$ cat config.mk
export PLATFORM = sky130hd
export DESIGN_NAME = timestamp_uart_tx
export DESIGN_NICKNAME = d
export VERILOG_FILES = /design/src/rtl/timestamp_uart_tx.sv
export SDC_FILE = /design/constraint.sdc
export NUM_CORES = 1
export LEC_CHECK = 0
export CAP_MARGIN = 20
export CORE_MARGIN = 4
export CORE_UTILIZATION = 30
export DETAILED_ROUTE_END_ITERATION = 8
export DONT_BUFFER_PORTS = 1
export GPL_TIMING_DRIVEN = 0
export PLACE_DENSITY = 0.42
export SYNTH_ARGS = -nofsm -noshare
export SYNTH_HDL_FRONTEND = slang
export SYNTH_SLANG_ARGS = --single-unit
$ cat constraint.sdc
create_clock -name clk -period 35.9 [get_ports clk]
set_input_delay 7.18 -clock clk [delete_from_list [all_inputs] [get_ports clk]]
set_output_delay 7.18 -clock clk [all_outputs]
set_load 0.03 [all_outputs]
$ cat src/rtl/timestamp_uart_tx.sv
// Sends a snapshot of the calendar counters as "YYYY-MM-DD hh:mm:ss\r\n" over 8N1 UART.
// tx/busy/dropped are registered; the frame starts the cycle after the accepted trigger.
module timestamp_uart_tx #(
  parameter int CLK_HZ = 50_000_000,
  parameter int BAUD   = 115_200
) (
  input  logic        clk,
  input  logic        rst_n,
  input  logic        trigger,
  input  logic [5:0]  sec,
  input  logic [5:0]  min,
  input  logic [4:0]  hour,
  input  logic [4:0]  day,
  input  logic [3:0]  mon,
  input  logic [13:0] year,
  output logic        tx,
  output logic        busy,
  output logic        dropped
);

  localparam int DIV = CLK_HZ / BAUD;
  localparam int BW  = (DIV > 1) ? $clog2(DIV) : 1;
  localparam logic [BW-1:0] BAUD_MAX = BW'(DIV - 1);

  typedef enum logic [1:0] {IDLE, START, DATA, STOP} state_t;

  state_t        state_q, state_d;
  logic [BW-1:0] baud_q, baud_d;
  logic [2:0]    bit_q, bit_d;
  logic [4:0]    idx_q, idx_d;
  logic [5:0]    sec_q, sec_d, min_q, min_d;
  logic [4:0]    hour_q, hour_d, day_q, day_d;
  logic [3:0]    mon_q, mon_d;
  logic [13:0]   year_q, year_d;
  logic          tx_q, tx_d, busy_q, busy_d, dropped_q, dropped_d;
  logic          baud_end;
  logic [7:0]    cur_byte;
  logic [13:0]   ys, y_th, y_hu, y_te, y_on;

  function automatic logic [7:0] asc(input logic [3:0] d);
    return 8'h30 + {4'h0, d};
  endfunction

  function automatic logic [7:0] tens(input logic [5:0] v);
    logic [5:0] t;
    t = v / 6'd10;
    return asc(t[3:0]);
  endfunction

  function automatic logic [7:0] ones(input logic [5:0] v);
    logic [5:0] t;
    t = v % 6'd10;
    return asc(t[3:0]);
  endfunction

  assign baud_end = (baud_q == BAUD_MAX);

  // Year is clamped to four digits before splitting into decimal digits.
  always_comb begin
    ys   = (year_q > 14'd9999) ? 14'd9999 : year_q;
    y_th = ys / 14'd1000;
    y_hu = (ys / 14'd100) % 14'd10;
    y_te = (ys / 14'd10) % 14'd10;
    y_on = ys % 14'd10;
  end

  always_comb begin
    cur_byte = 8'h00;
    case (idx_q)
      5'd0:  cur_byte = asc(y_th[3:0]);
      5'd1:  cur_byte = asc(y_hu[3:0]);
      5'd2:  cur_byte = asc(y_te[3:0]);
      5'd3:  cur_byte = asc(y_on[3:0]);
      5'd4:  cur_byte = 8'h2D;
      5'd5:  cur_byte = tens({2'b00, mon_q});
      5'd6:  cur_byte = ones({2'b00, mon_q});
      5'd7:  cur_byte = 8'h2D;
      5'd8:  cur_byte = tens({1'b0, day_q});
      5'd9:  cur_byte = ones({1'b0, day_q});
      5'd10: cur_byte = 8'h20;
      5'd11: cur_byte = tens({1'b0, hour_q});
      5'd12: cur_byte = ones({1'b0, hour_q});
      5'd13: cur_byte = 8'h3A;
      5'd14: cur_byte = tens(min_q);
      5'd15: cur_byte = ones(min_q);
      5'd16: cur_byte = 8'h3A;
      5'd17: cur_byte = tens(sec_q);
      5'd18: cur_byte = ones(sec_q);
      5'd19: cur_byte = 8'h0D;
      5'd20: cur_byte = 8'h0A;
      default: cur_byte = 8'h00;
    endcase
  end

  always_comb begin
    state_d   = state_q;
    baud_d    = baud_q;
    bit_d     = bit_q;
    idx_d     = idx_q;
    sec_d     = sec_q;
    min_d     = min_q;
    hour_d    = hour_q;
    day_d     = day_q;
    mon_d     = mon_q;
    year_d    = year_q;
    dropped_d = trigger && (state_q != IDLE);
    unique case (state_q)
      IDLE: begin
        if (trigger) begin
          sec_d   = sec;
          min_d   = min;
          hour_d  = hour;
          day_d   = day;
          mon_d   = mon;
          year_d  = year;
          idx_d   = 5'd0;
          baud_d  = '0;
          state_d = START;
        end
      end
      START: begin
        baud_d = baud_end ? '0 : baud_q + BW'(1);
        if (baud_end) begin
          bit_d   = 3'd0;
          state_d = DATA;
        end
      end
      DATA: begin
        baud_d = baud_end ? '0 : baud_q + BW'(1);
        if (baud_end) begin
          if (bit_q == 3'd7) state_d = STOP;
          else               bit_d   = bit_q + 3'd1;
        end
      end
      STOP: begin
        baud_d = baud_end ? '0 : baud_q + BW'(1);
        if (baud_end) begin
          if (idx_q == 5'd20) begin
            state_d = IDLE;
          end else begin
            idx_d   = idx_q + 5'd1;
            state_d = START;
          end
        end
      end
      default: state_d = IDLE;
    endcase
    // Line level follows the state being entered so tx lines up with busy.
    busy_d = (state_d != IDLE);
    case (state_d)
      START:   tx_d = 1'b0;
      DATA:    tx_d = cur_byte[bit_d];
      default: tx_d = 1'b1;
    endcase
  end

  always_ff @(posedge clk or negedge rst_n) begin
    if (!rst_n) begin
      state_q   <= IDLE;
      baud_q    <= '0;
      bit_q     <= 3'd0;
      idx_q     <= 5'd0;
      sec_q     <= 6'd0;
      min_q     <= 6'd0;
      hour_q    <= 5'd0;
      day_q     <= 5'd0;
      mon_q     <= 4'd0;
      year_q    <= 14'd0;
      tx_q      <= 1'b1;
      busy_q    <= 1'b0;
      dropped_q <= 1'b0;
    end else begin
      state_q   <= state_d;
      baud_q    <= baud_d;
      bit_q     <= bit_d;
      idx_q     <= idx_d;
      sec_q     <= sec_d;
      min_q     <= min_d;
      hour_q    <= hour_d;
      day_q     <= day_d;
      mon_q     <= mon_d;
      year_q    <= year_d;
      tx_q      <= tx_d;
      busy_q    <= busy_d;
      dropped_q <= dropped_d;
    end
  end

  assign tx      = tx_q;
  assign busy    = busy_q;
  assign dropped = dropped_q;

endmodule
==> results.txt, run 1 <==
- Sequential cell area: 1550 um2
- In this run the critical register-to-register path is launched from idx_q[0]$_DFFE_PN0P_.
- Dividing the detail-routed wire length by the instance count gives ~18 um.
- The worst register-to-register path has a depth of 97.
* Clock transition at the register clock pins on the worst setup and hold paths after CTS: ~0.05 ns
- Clk sinks: 62
* CTS Root Buffer Type: sky130_fd_sc_hd__clkbuf_16
- Once placement completed, the tool counted placed cells totaling about 1500.
- Worst clock skew on the final layout: about 0.0039 ns
- Category of the worst setup path launch point: register
- Gate count after technology mapping: ~1200
- In the routed design, unresolved DRC markers number 0.
* Global-route congestion overflow total: 0
- Number of rows created at floorplan: 63
- Sequential fraction of the synthesis area: between 10% and 20%
- Outcome: complete, no violations
- Horizontal die dimension: roughly 180 um
- Count of endpoints failing setup in the final report: 0
* Min cycle time layout: around 24 ns
- Number of synthesis warnings: 0
* Routed WL: roughly 28000 um
- DIE HEIGHT: between 150 and 200 um
- The worst register-to-register path ends at tx$_DFF_PN1_.
- Along the worst hold path, the cell count comes to 1.
* Final HPWL DP: around 22000 um
* Number of buffers inserted for hold repair after clock tree synthesis: 0
- Skew-Pair Late Insertion Delay: ~0.32 ns
- 46 I/O pins were placed.
- Max-Slew Margin vs Limit: 29.2%
- Core outline area: ~30000 um2
* Final clock period utilization by the worst path: 65.8%
- The filler cells instantiated in the layout total approximately 3100.
- Via count: between 8000 and 9000
- The final hold violation count was 0.
- The analysis attributes to cell leakage a power of 0.00439 uW.
* Worst-case hold path end point: year_q[10]$_DFFE_PN0P_
* Number of violations reported at the end of detailed-routing iteration 0: approximately 590
* Post-detailed-route count of antenna-violating nets: 0
* Maximum number of pins on one net before global-route repair: 63
- Crit path top cell by count: sky130_fd_sc_hd__ha_1
- Power density relative to cell area: between 15 and 20 nW/um2
- For this run, the number of standard cells in the final layout without fillers is roughly 1600.
* Via count of the first global-routing pass: between 8000 and 9000
- Setup slack, reg-to-reg: about 12 ns
- In the synthesized netlist the async set-or-reset flop fraction comes to 100%.
- Once layout is done, the placed cells without fillers occupy 9910 um2.
- For the pin with the worst max-slew slack, the measured transition is 1.05 ns.
* Final net count: between 1000 and 1500
* Wire length of the first global-routing pass: ~45000 um
- Critical Path End Type: register
- Summing all placed instances gives a cell area of roughly 9600 um2.
- Summed instance area of the synthesized netlist: slightly above 9000 um2
- The number of antenna violations at the first check in global routing came to 6.
- Synthesized net count: about 1300
- Post-CTS timing repair inserted 0 buffers for setup.
* Post-synthesis register bit count: 62
* Number of port buffers: 0
- The initial utilization of the core area, before any placement, comes to a little under a third.
* Post-synth top area share: between 15 and 20%
- Most common flop cell mapped by yosys: sky130_fd_sc_hd__dfrtp_1
* Number of synthesized flops with an enable pin: 0
* Mean cell area of the mapped netlist: about 7.9 um2
- Global-route usage over all layers: about 16%
- The largest single stage delay on the critical path is around 0.55 ns.
- Maximum fanout along the worst path: 32
* TritonCTS clock tree: done
- Data arrival time of the critical path: ~24 ns
* F_max: around 42 MHz
- RD Place Congestion: just over 0.8
- Total of max-cap violations: 0
* Overall die area: 33000 um2
* Worst Hold Class: register to register
* Total area of multi-input combinational cells: just over 7000 um2
* Data required, critical path: ~36 ns
- Summed over all failing endpoints, the final setup total negative slack is 0 ns.
- VDD IR-drop max: around 0.028 mV
* DR vias/cell: 5.62
* Largest area contributor in the netlist: sky130_fd_sc_hd__dfrtp_1
- Power, Total: ~170 uW
* Number of detailed-routing iterations run before antenna repair: 5
- Critical Setup Path Class: register to register
* Number of levels the H-tree was split into: 3
- Post-cts sizing count: 0
- The number of different library cells used by synthesis comes to 126.
* Signed area change from the synthesized netlist to the final layout: 9.45%
- Buffer levels on the longest clock path: 2
* Fin Hold WS: between 0.5 and 0.6 ns
* Dominant cells by area after synthesis: sky130_fd_sc_hd__dfrtp_1 (17%), sky130_fd_sc_hd__ha_1 (9.7%), sky130_fd_sc_hd__mux2_2 (5.3%)
- Worst hold path startpoint: year_q[10]$_DFFE_PN0P_
- In this run, CTS created clock tree buffers numbering 9.
* Share of post-route cells with drive strength above 1: 13.1%
- Final count of pins violating max slew: 0
- RSZ-0062 raised after global routing: false
- The slowest stage of the critical path is the sky130_fd_sc_hd__or4b_4 cell.
==> Yosys cell counts, drive strengths merged (6+ instances only) <==
cell and number:
o21a 20, buf 15, o211ai 13, a31oi 21, dfrtp 61, and3 23
or3 9, nand2 129, clkbuf 25, nor2 101, and2 22, nand4 9
nor3 45, inv 43, o31ai 13, nor4 11, nand3 32, a21oi 70
a211oi 14, a22o 7, xor2 20, a222oi 6, or2 20, o32ai 6
nand2b 12, a221oi 11, a2111oi 7, and4 6, mux2i 23, xnor2 25
nor2b 12, a31o 6, a21o 13, a22oi 19, o21ai 75, ha 70
mux2 46
==> state kept, by name (all words and copies together), names as in the netlist <==
| register | count |
|---|---|
| baud_q | 9 |
| idx_q | 5 |
| bit_q | 3 |
| busy | 1 |
| year_q | 14 |
| day_q | 5 |
| hour_q | 5 |
| tx | 1 |
| min_q | 6 |
| state_q | 2 |
| mon_q | 4 |
| sec_q | 6 |
| dropped | 1 |
==> per-stage QoR <==
| stage | worst slack (ns) | util [%] |
|---|---|---|
| after CTS | 12.19 | 33.4 |
| after detailed placement | 12.27 | 32.2 |
| after floorplan | 16.13 | - |
| final | 12.28 | 33.4 |
| after global placement | 12.33 | 32.1 |
| after global routing | 10.02 | 33.4 |
==> cells by family (layout without fill, tap and decap cells) <==
group / Yosys count / after routing / synth area share (%)
buffers and inverters: 84 / 101 / 4.20
AOI/OAI and AO/OA: 363 / 363 / 29.6
other: 0 / 1 / 0
muxes: 69 / 69 / 8.56
and+or+nand+nor: 459 / 459 / 26.3
adders and majority gates: 71 / 71 / 9.78
xor gates and xnor gates: 45 / 45 / 4.35
DFF: 62 / 62 / 17.1
==> worst max-delay path: cells and delay by family, from the launching register on <==
kind / cells / cell delay, ns
flops: 1 / 0.43
buf+inv: 6 / 1.12
simple gates: 30 / 7.00
mux: 8 / 2.10
compound gates: 40 / 8.80
fa+ha+maj: 13 / 4.05
==> layer usage <==
metal  global-route usage [%]  vias up  wire (um)
met1                     24.6     4152      14200
met4                     3.09       12        363
met3                     2.90       34       1180
li1                         -     4422          -
met2                     25.0      153      11900
met5                        0        -         80
==> cells in the final DEF (no fill, tap or decap), drive strengths merged, types with 13 or more instances in the layout <==
| master | n |
|---|---|
| clkbuf | 36 |
| o21a | 20 |
| mux2 | 46 |
| nor2 | 101 |
| a21o | 13 |
| nand2 | 129 |
| xnor2 | 25 |
| inv | 43 |
| buf | 17 |
| dfrtp | 61 |
| o211ai | 13 |
| nor3 | 45 |
| o21ai | 75 |
| and3 | 23 |
| xor2 | 20 |
| a22oi | 19 |
| ha | 70 |
| a31oi | 21 |
| nand3 | 32 |
| or2 | 20 |
| mux2i | 23 |
| o31ai | 13 |
| and2 | 22 |
| a211oi | 14 |
| a21oi | 70 |
==> worst max-delay path by stage <==
stage	from	end	slack [ns]
detailed placement	idx_q[0]$_DFFE_PN0P_	tx$_DFF_PN1_	12.27
CTS	idx_q[0]$_DFFE_PN0P_	tx$_DFF_PN1_	12.19
global placement	idx_q[0]$_DFFE_PN0P_	tx$_DFF_PN1_	12.33
global route	idx_q[0]$_DFFE_PN0P_	tx$_DFF_PN1_	10.02
finish	idx_q[0]$_DFFE_PN0P_	tx$_DFF_PN1_	12.28
floorplan	idx_q[0]$_DFFE_PN0P_	tx$_DFF_PN1_	16.13
==> power breakdown <==
part           leakage (uW)  internal (uW)  switching (uW)  total (uW)
Sequential         0.000815           70.0           0.141        70.2
Combinational       0.00341         0.0927          0.0100       0.106
Clock              0.000166           69.2            30.0        99.2
==> cell type report <==
class	count	area share, %
Multi-Input combinational cell	1007	72.0
Sequential cell	62	15.7
Tap cell	390	4.92
Clock buffer	11	2.45
Buffer	40	2.17
Inverter	44	1.67
Clock inverter	4	0.959
Timing Repair Buffer	2	0.151
Antenna cell	1	0.0252
No activity file was read; power rests on OpenSTA's default activity.
==> inputs of run 2 (changes only) <==
==> constraint.sdc (replaced) <==
create_clock -name clk -period 23.5 [get_ports clk]
set_input_delay 4.7 -clock clk [delete_from_list [all_inputs] [get_ports clk]]
set_output_delay 4.7 -clock clk [all_outputs]
set_load 0.03 [all_outputs]
==> results.txt, run 2 (synthesis gave the netlist of run 1 again) <==
* Wire length of the first global-routing pass: approximately 45000 um
* Routed WL: around 28000 um
* Horizontal die dimension: roughly 180 um
- Remaining design rule violation count: 0
- Number of antenna violations at the first check in global routing: 6
* Global-route congestion overflow total: 0
- Outcome: complete, no violations
- Following the worst setup path forward leads to its endpoint at tx$_DFF_PN1_.
- Final Hold Fails: 0
- Delay-heaviest family, CP: compound AO/OA/AOI/OAI gates
- TritonCTS created 9 clock buffers.
- Critical Setup Path Class: register to register
- Leading cell types in the layout, fill and taps excluded: sky130_fd_sc_hd__nand2_1 (128), sky130_fd_sc_hd__nor2_1 (97), sky130_fd_sc_hd__ha_1 (69), sky130_fd_sc_hd__o21ai_0 (63), sky130_fd_sc_hd__a21oi_1 (62)
- In this run the worst path has a maximum fanout of 32.
* Flop pwr share: between 40% and 50%
- Initial cell density of the core: just over 30%
- Worst setup slack before clock tree synthesis: -0.125 ns
- Based on the critical path, the design can be clocked at up to 46.1 MHz.
- Registers with the most flip-flops: year_q (14), baud_q (9)
- In the final layout, flip-flops and latches occupy approximately 1600 um2.
* GR met2 Demand/Resource: between 20% and 30%
- TritonCTS clock tree: done
- Launch point of the critical path: idx_q[0]$_DFFE_PN0P_
* Max-Slew Margin vs Limit: 28.7%
* WL/cell: around 18 um
* Number of flip-flops under the largest register name: 14
* RD Place Congestion: just over 0.8
- Global routing met1 resource utilization: 24.6%
* Overall die area: roughly 33000 um2
- STA puts the critical path data required time at ~24 ns.
* Clock share of power: 58.5%
- For this run, the detailed router's first-pass iteration total came to 5.
- Skew-Pair Late Insertion Delay: around 0.32 ns
- Switching component of the power: between 40 and 50 uW
* Number of violations reported at the end of detailed-routing iteration 0: about 650
- Data arrival time of the critical path: 21.94 ns
* Final count of pins violating max slew: 0
- Setup slack on the critical path of the routed design comes to 1.81 ns.
- The analysis attributes to cell leakage a power of ~0.0045 uW.
* Final net count: 1286
* Net switching fraction of the power: between 15 and 20%
* Total area of multi-input combinational cells: slightly above 7000 um2
* Category of the worst setup path launch point: register
* Signed area change from the synthesized netlist to the final layout: 11.0%
* Clock transition at the register clock pins on the worst setup and hold paths after CTS: 0.05 ns
* Via count of the first global-routing pass: just over 8000
- Placed inst area: ~9600 um2
- Largest register by flop count: year_q
- Antenna Diode Count: 0
- DR vias/cell: around 5.6
* Number of rows created at floorplan: 63
- Hold-critical path depth: 1
- Total of max-cap violations: 0
* Depth of the worst register-to-register path: roughly 100
- Of the available clock period, the critical path in the final layout requires between 90 and 100%.
* Global-route usage over all layers: 16.5%
- Buffers placed on the I/O ports in this run total 0.
- Of the cells placed in the final design, the portion with a size suffix greater than 1 is roughly 15%.
* Worst clock skew on the final layout: between 0.004 and 0.005 ns
* Core outline area: slightly below 30000 um2
- Post-detailed-route count of antenna-violating nets: 0
- The internal portion of the total power is 213 uW.
- Final hold analysis gives a worst-case slack of roughly 0.53 ns.
- Buffer levels on the longest clock path: 2
- Most common cell after layout, fill and taps aside: sky130_fd_sc_hd__nand2_1
- The routed layout has slightly below 9000 vias.
- STA classifies the critical path endpoint as a register.
- At the end of the flow the core is filled with cells to about a third.
- Final HPWL DP: between 20000 and 25000 um
- Together, buffers and inverters on the worst path number 5.
* Fillers: about 3100
- The worst register-to-register path ends at tx$_DFF_PN1_.
* Setup slack, reg-to-reg: 1.81 ns
- Power spread over the standard cell area amounts to approximately 26 nW/um2.
- VDD IR-drop max: between 0.04 and 0.05 mV
- The slowest stage of the critical path belongs to the cell sky130_fd_sc_hd__or4b_4.
* Number of buffers inserted for hold repair after clock tree synthesis: 0
- In this run the number of cells on the critical path is 99.
* Largest incremental delay on the critical path: around 0.54 ns
- The worst register-to-register path begins at idx_q[0]$_DFFE_PN0P_.
* Count of endpoints failing setup in the final report: 0
- The routed design could run at a clock period as short as 21.69 ns.
- met2 is the most crowded layer.
- The die is approximately 180 um tall.
- Clk sinks: 62
- For the pin with the worst max-slew slack, the measured transition is 1.06 ns.
* Power, Total: around 260 uW
- By instance count, the cell type seen most on the critical path is sky130_fd_sc_hd__ha_1.
- The tightest min-delay check is of the register to register type.
* Logic pwr share: 0.1%
* Number of top-level pins: 46
- For this run, global-route usage on met3 was measured as about 2.9%.
- Maximum number of pins on one net before global-route repair: 63
- Number of levels the H-tree was split into: 3
- The finished cells cover 10100 um2.
* CTS Root Buffer Type: sky130_fd_sc_hd__clkbuf_16
[run 2: changes by cell type in the layout (fill, tap and decap cells not counted), sizes merged]
cell / previous run / this run
diode: 1 / 0
buf: 17 / 24
[run 2: worst min path at each step]
stage / startpoint / to / slack [ns]
after detailed placement: year_q[10]$_DFFE_PN0P_ / year_q[10]$_DFFE_PN0P_ / 0.53
after floorplan: baud_q[1]$_DFFE_PN0N_ / baud_q[1]$_DFFE_PN0N_ / 0.48
after CTS: hour_q[4]$_DFFE_PN0P_ / hour_q[4]$_DFFE_PN0P_ / 0.54
after global routing: hour_q[4]$_DFFE_PN0P_ / hour_q[4]$_DFFE_PN0P_ / 0.56
after global placement: year_q[10]$_DFFE_PN0P_ / year_q[10]$_DFFE_PN0P_ / 0.52
final: year_q[10]$_DFFE_PN0P_ / year_q[10]$_DFFE_PN0P_ / 0.53
[run 2: metal layers]
metal / vias to the layer above / wire length, um
li1: 4426 / -
met1: 4171 / 14300
met2: 177 / 12100
met3: 31 / 1210
met4: 12 / 326
met5: - / 81
[run 2: power by group through the flow]
stage	sequential [uW]	clock, uW	combinational (uW)
after global placement	109	0	0.163
after global routing	107	161	0.172
final	107	151	0.160
after floorplan	109	0	0.159
after CTS	107	156	0.163
after detailed placement	109	0	0.164
[run 2: area by class of cell]
type                       count  area share, %
clock buffer                  11           2.41
tap                          390           4.85
multi-input combinational   1007           71.8
inverter                      44           1.64
buffer                        40           2.20
clock inverter                 4          0.946
timing repair buffer           9          0.672
sequential                    62           15.4
[run 2: what timing repair did]
action / in CTS / in global routing
gates resized for setup: 1 / 19
pin swaps: 1 / 3
setup buffers: 0 / 7
gates cloned: 0 / 0
setup endpoints to repair: 1 / 1
[run 2: through the flow]
step,instances,setup TNS [ns]
6_report,1567,0
5_1_grt,1567,-0.138
4_1_cts,1560,0
3_5_place_dp,1545,-0.125
3_3_place_gp,1543,-0.0726
2_1_floorplan,1153,0
